$ cat src/rtl/ring_arb_pkg.sv
// Shared types and the rotating-priority helper for the ring buffer write arbiter.
package ring_arb_pkg;

  typedef enum logic {
    IDLE  = 1'b0,
    GRANT = 1'b1
  } arb_state_t;

  // Index of the candidate 'offset' places after 'last', wrapping at num_req.
  function automatic int rr_index(input int last, input int offset, input int num_req);
    return (last + offset) % num_req;
  endfunction

endpackage

$ cat src/rtl/ring_buffer_write_arbiter_rr_pick.sv
// Combinational round-robin picker: first set request scanning upward from last+1 with wrap.
module rr_pick
  import ring_arb_pkg::*;
#(
  parameter int NUM_REQ = 4,
  parameter int IDX_W   = $clog2(NUM_REQ)
) (
  input  logic [NUM_REQ-1:0] req,
  input  logic [IDX_W-1:0]   last,
  output logic [NUM_REQ-1:0] pick,
  output logic               any_valid
);

  logic             found;
  logic [IDX_W-1:0] idx;

  // NOTE: every variable written here gets a default first, so no path can infer a latch.
  always_comb begin
    pick  = '0;
    found = 1'b0;
    idx   = '0;
    for (int i = 1; i <= NUM_REQ; i++) begin
      idx = IDX_W'(rr_index(int'(last), i, NUM_REQ));
      if (!found && req[idx]) begin
        pick[idx] = 1'b1;
        found     = 1'b1;
      end
    end
  end

  assign any_valid = |req;

endmodule

$ cat src/rtl/ring_buffer_write_arbiter.sv
// Round-robin burst arbiter sharing one ring buffer write port between NUM_REQ producers.
module ring_buffer_write_arbiter
  import ring_arb_pkg::*;
#(
  parameter int NUM_REQ    = 4,
  parameter int DATA_WIDTH = 8,
  parameter int MAX_BURST  = 4
) (
  input  logic                          i_clk,
  input  logic                          i_rst_n,
  input  logic [NUM_REQ-1:0]            i_req_valid,
  input  logic [NUM_REQ*DATA_WIDTH-1:0] i_req_data,
  output logic [NUM_REQ-1:0]            o_req_ready,
  output logic                          o_buf_write_en,
  output logic [DATA_WIDTH-1:0]         o_buf_write_data,
  input  logic                          i_buf_full,
  output logic [NUM_REQ-1:0]            o_grant,
  output logic                          o_busy
);

  localparam int IDX_W = $clog2(NUM_REQ);
  localparam int CNT_W = $clog2(MAX_BURST + 1);
  localparam logic [CNT_W-1:0] LAST_BEAT = CNT_W'(MAX_BURST - 1);

  arb_state_t       state_q, state_d;
  logic [IDX_W-1:0] grant_q, grant_d;
  logic [IDX_W-1:0] last_q, last_d;
  logic [CNT_W-1:0] count_q, count_d;

  logic [NUM_REQ-1:0] grant_oh;
  logic [NUM_REQ-1:0] pick_req;
  logic [NUM_REQ-1:0] pick_oh;
  logic [IDX_W-1:0]   pick_last;
  logic [IDX_W-1:0]   pick_idx;
  logic               pick_any;
  logic               granted_valid;
  logic               xfer;
  logic               release_now;

  assign grant_oh      = NUM_REQ'(1) << grant_q;
  assign granted_valid = i_req_valid[grant_q];

  assign o_busy           = (state_q == GRANT);
  assign o_grant          = o_busy ? grant_oh : '0;
  assign o_buf_write_data = i_req_data[int'(grant_q)*DATA_WIDTH +: DATA_WIDTH];
  // Gated by reset so a beat presented in the reset cycle is neither accepted nor written.
  assign o_req_ready      = (o_busy && i_rst_n && !i_buf_full) ? grant_oh : '0;
  assign o_buf_write_en   = o_busy && i_rst_n && !i_buf_full && granted_valid;

  assign xfer        = o_buf_write_en;
  assign release_now = o_busy && ((xfer && (count_q == LAST_BEAT)) || !granted_valid);

  // One picker serves both the idle pick and the hand-off, which excludes the holder.
  assign pick_req  = o_busy ? (i_req_valid & ~grant_oh) : i_req_valid;
  assign pick_last = o_busy ? grant_q : last_q;

  rr_pick #(
    .NUM_REQ (NUM_REQ),
    .IDX_W   (IDX_W)
  ) u_pick (
    .req       (pick_req),
    .last      (pick_last),
    .pick      (pick_oh),
    .any_valid (pick_any)
  );

  always_comb begin
    pick_idx = '0;
    for (int i = 0; i < NUM_REQ; i++) begin
      if (pick_oh[i]) pick_idx = IDX_W'(i);
    end
  end

  always_comb begin
    state_d = state_q;
    grant_d = grant_q;
    last_d  = last_q;
    count_d = count_q;
    case (state_q)
      IDLE: begin
        if (pick_any) begin
          state_d = GRANT;
          grant_d = pick_idx;
          count_d = '0;
        end
      end
      GRANT: begin
        if (release_now) begin
          last_d  = grant_q;
          count_d = '0;
          if (pick_any) begin
            grant_d = pick_idx;
          end else if (!granted_valid) begin
            state_d = IDLE;
          end
        end else if (xfer) begin
          count_d = count_q + 1'b1;
        end
      end
      default: state_d = IDLE;
    endcase
  end

  // NOTE: state registers use non-blocking assignments; reset is sampled on the clock edge.
  always_ff @(posedge i_clk) begin
    if (!i_rst_n) begin
      state_q <= IDLE;
      grant_q <= '0;
      last_q  <= IDX_W'(NUM_REQ - 1);
      count_q <= '0;
    end else begin
      state_q <= state_d;
      grant_q <= grant_d;
      last_q  <= last_d;
      count_q <= count_d;
    end
  end

endmodule
$ cat config.mk
export PLATFORM = sky130hd
export DESIGN_NAME = ring_buffer_write_arbiter
export DESIGN_NICKNAME = d
export VERILOG_FILES = /design/src/rtl/ring_arb_pkg.sv /design/src/rtl/ring_buffer_write_arbiter_rr_pick.sv /design/src/rtl/ring_buffer_write_arbiter.sv
export SDC_FILE = /design/constraint.sdc
export NUM_CORES = 1
export LEC_CHECK = 0
export CORE_MARGIN = 5
export CORE_UTILIZATION = 35
export CTS_CLUSTER_SIZE = 28
export DETAILED_ROUTE_END_ITERATION = 16
export PLACE_DENSITY_LB_ADDON = 0.25
export SYNTH_ARGS = -nofsm -noshare
export SYNTH_HDL_FRONTEND = slang
export SYNTH_HIERARCHICAL = 1
export SYNTH_SLANG_ARGS = --single-unit
export TNS_END_PERCENT = 1
$ cat constraint.sdc
create_clock -name i_clk -period 3.5 [get_ports i_clk]
set_clock_uncertainty 0.1 [all_clocks]
set_input_delay 1.05 -clock i_clk [delete_from_list [all_inputs] [get_ports i_clk]]
set_output_delay 1.05 -clock i_clk [all_outputs]
set_load 0.05 [all_outputs]
==> metrics.yaml <==
outcome: "finished, final reports clean"
gp_congestion: 0.861
drive_gt1_frac: 0.247
fp.dieW_um: 65.4
grt_use_total: 0.167
hold_class: "reg -> reg"
p_per_area_nw_per_um2: 653
min_path_cells: 1
fmax_mhz: 288
tightest_slew_ps: 511
irDropWorstVdd_v: 0.000311
path_class: "in -> out"
vias_per_cell: 5.42
crit_arrival_ps: 2330
cts_buffer_depth: 2
numCtsBuffers: 3
hold_ws_ps: 368
setup_slack_ps: 24.5
rsz0062_at_grt: "true"
finalMaxSlewViolations: 0
first_global_vias: 1198
maxCapViolCount: 0
grt_max_degree: 14
initial_core_util: 0.358
setup_viol: 0
first_pass_iters: 4
setup_tns_ps: 0
num_vias: 1121
holdBufCountCts: 0
worst_setup_path_start_kind: "input pin"
place_ws_ps: -59.0
tritoncts: "built"
port_buffers: 56
final-hold-violation-count: 0
cts_num_sinks: 8
wl_um: 3410
worstPathCellList: "clkdlybuf4s50_1, nand3b_1, nor3_1, buf_12"
yosys_warnings: 6
coreArea_um2: 3000
die-area_um2: 4280
antenna_found_initial: 0
fillers: 271
endpoint_kind: "output port"
reg2reg_slack_ps: 220
final.period_utilization: 0.993
slowest_stage: "clkdlybuf4s50_1"
relSlewSlack: 0.658
cp-startpoint: "i_buf_full"
power_mw: 1.15
wl_per_cell_um: 16.5
period_minus_slack_ps: 3480
synth_nets: 162
cts.htree.levels: 1
cts_setup_buffers: 0
antennaDiodeCount: 0
syn_avg_cell_area_um2: 9.44
clkLatencyLatePin_ps: 260
row_count: 20
worstHoldStart: "count_q[2]$_SDFFE_PN0P_"
cts.clk_slew.worst_paths_ps: 60
hpwl_um: 2960
crit_end: "o_req_ready[2]"
synth_area_um2: 1080
timing.rr.end: "grant_q[0]$_SDFFE_PN0P_"
regToRegStartpoint: "o_busy$_SDFF_PN0_"
drtIter0Drc: 58
synthCells: 114
die_h_um: 65.4
required_ps: 2350
io_pins: 57
reg2reg_depth: 11
path_max_fanout: 6
leakage_nw: 0.721
ant_nets: 0
design.final.nets: 224
cts_root_buf: "clkbuf_4"
syn_to_final_growth_pct: 63.0
drc: 0
critPathMaxStageDelay_ps: 420
gr-total-overflow: 0
grt_pass1_wl_um: 5650
[critical path, delay by kind of cell]
| family | cells | cell delay (ps) |
|---|---|---|
| AND/OR/NAND/NOR | 2 | 660 |
| buffers and inverters | 2 | 610 |
[worst min-delay path by stage]
stage	end
2_1_floorplan	count_q[2]$_SDFFE_PN0P_
3_3_place_gp	count_q[2]$_SDFFE_PN0P_
3_5_place_dp	count_q[2]$_SDFFE_PN0P_
4_1_cts	count_q[2]$_SDFFE_PN0P_
5_1_grt	count_q[2]$_SDFFE_PN0P_
6_report	count_q[2]$_SDFFE_PN0P_
[state kept, by name, summed over array words and instances, names as in the netlist]
signal   flops
grant_q      2
count_q      3
o_busy       1
last_q       2
[cells in the final DEF, fill, tap and decap left out, types with 2 or more instances in the layout]
| cell type | instances |
|---|---|
| a2111oi_0 | 2 |
| a211oi_1 | 2 |
| a21oi_1 | 4 |
| and3_1 | 2 |
| buf_12 | 5 |
| buf_4 | 17 |
| clkbuf_4 | 3 |
| clkdlybuf4s50_1 | 42 |
| dfxtp_1 | 7 |
| ha_1 | 9 |
| inv_1 | 14 |
| mux2i_1 | 2 |
| mux4_1 | 2 |
| mux4_2 | 10 |
| nand2_1 | 8 |
| nor2_1 | 5 |
| nor2_2 | 3 |
| nor2b_1 | 6 |
| nor3_1 | 4 |
| nor3b_1 | 3 |
| o211ai_1 | 3 |
| o221ai_1 | 2 |
| o22ai_1 | 2 |
[per-stage QoR]
stage                      util  instances  area, µm²
final                     0.584        207       1750
after global routing      0.584        207       1750
after CTS                 0.583        207       1750
after detailed placement  0.575        204       1730
after global placement    0.575        204       1730
after floorplan               -        114       1080
[final cells by class]
| type | instances | area, µm² | share of cell area |
|---|---|---|---|
| Sequential cell | 8 | 161 | 0.0920 |
| Timing Repair Buffer | 64 | 648 | 0.369 |
| Inverter | 14 | 52.6 | 0.0300 |
| Multi-Input combinational cell | 85 | 828 | 0.472 |
| Clock buffer | 3 | 22.5 | 0.0128 |
| Tap cell | 33 | 41.3 | 0.0235 |
[metal layers]
metal	GRT usage	vias to the layer above	wire, µm
li1	-	547	-
met1	0.196	548	1370
met2	0.314	20	1900
met3	0.0274	6	101
met4	0.0389	0	34
met5	0	-	0
[where the power goes]
| part | total, mW | leakage (nW) | internal (mW) | switching [mW] |
|---|---|---|---|---|
| registers | 0.128 | 0.0658 | 0.110 | 0.0176 |
| logic | 0.944 | 0.641 | 0.397 | 0.546 |
| clock network | 0.0742 | 0.0138 | 0.0395 | 0.0347 |
| total | 1.15 | 0.721 | 0.547 | 0.599 |
[what timing repair did]
item                                    4_1_cts  5_1_grt
gates resized for setup                       0        2
hold endpoints to repair                      0        0
endpoints found under the setup margin        0        4
Note: power is estimated with default switching activity, not from simulation.
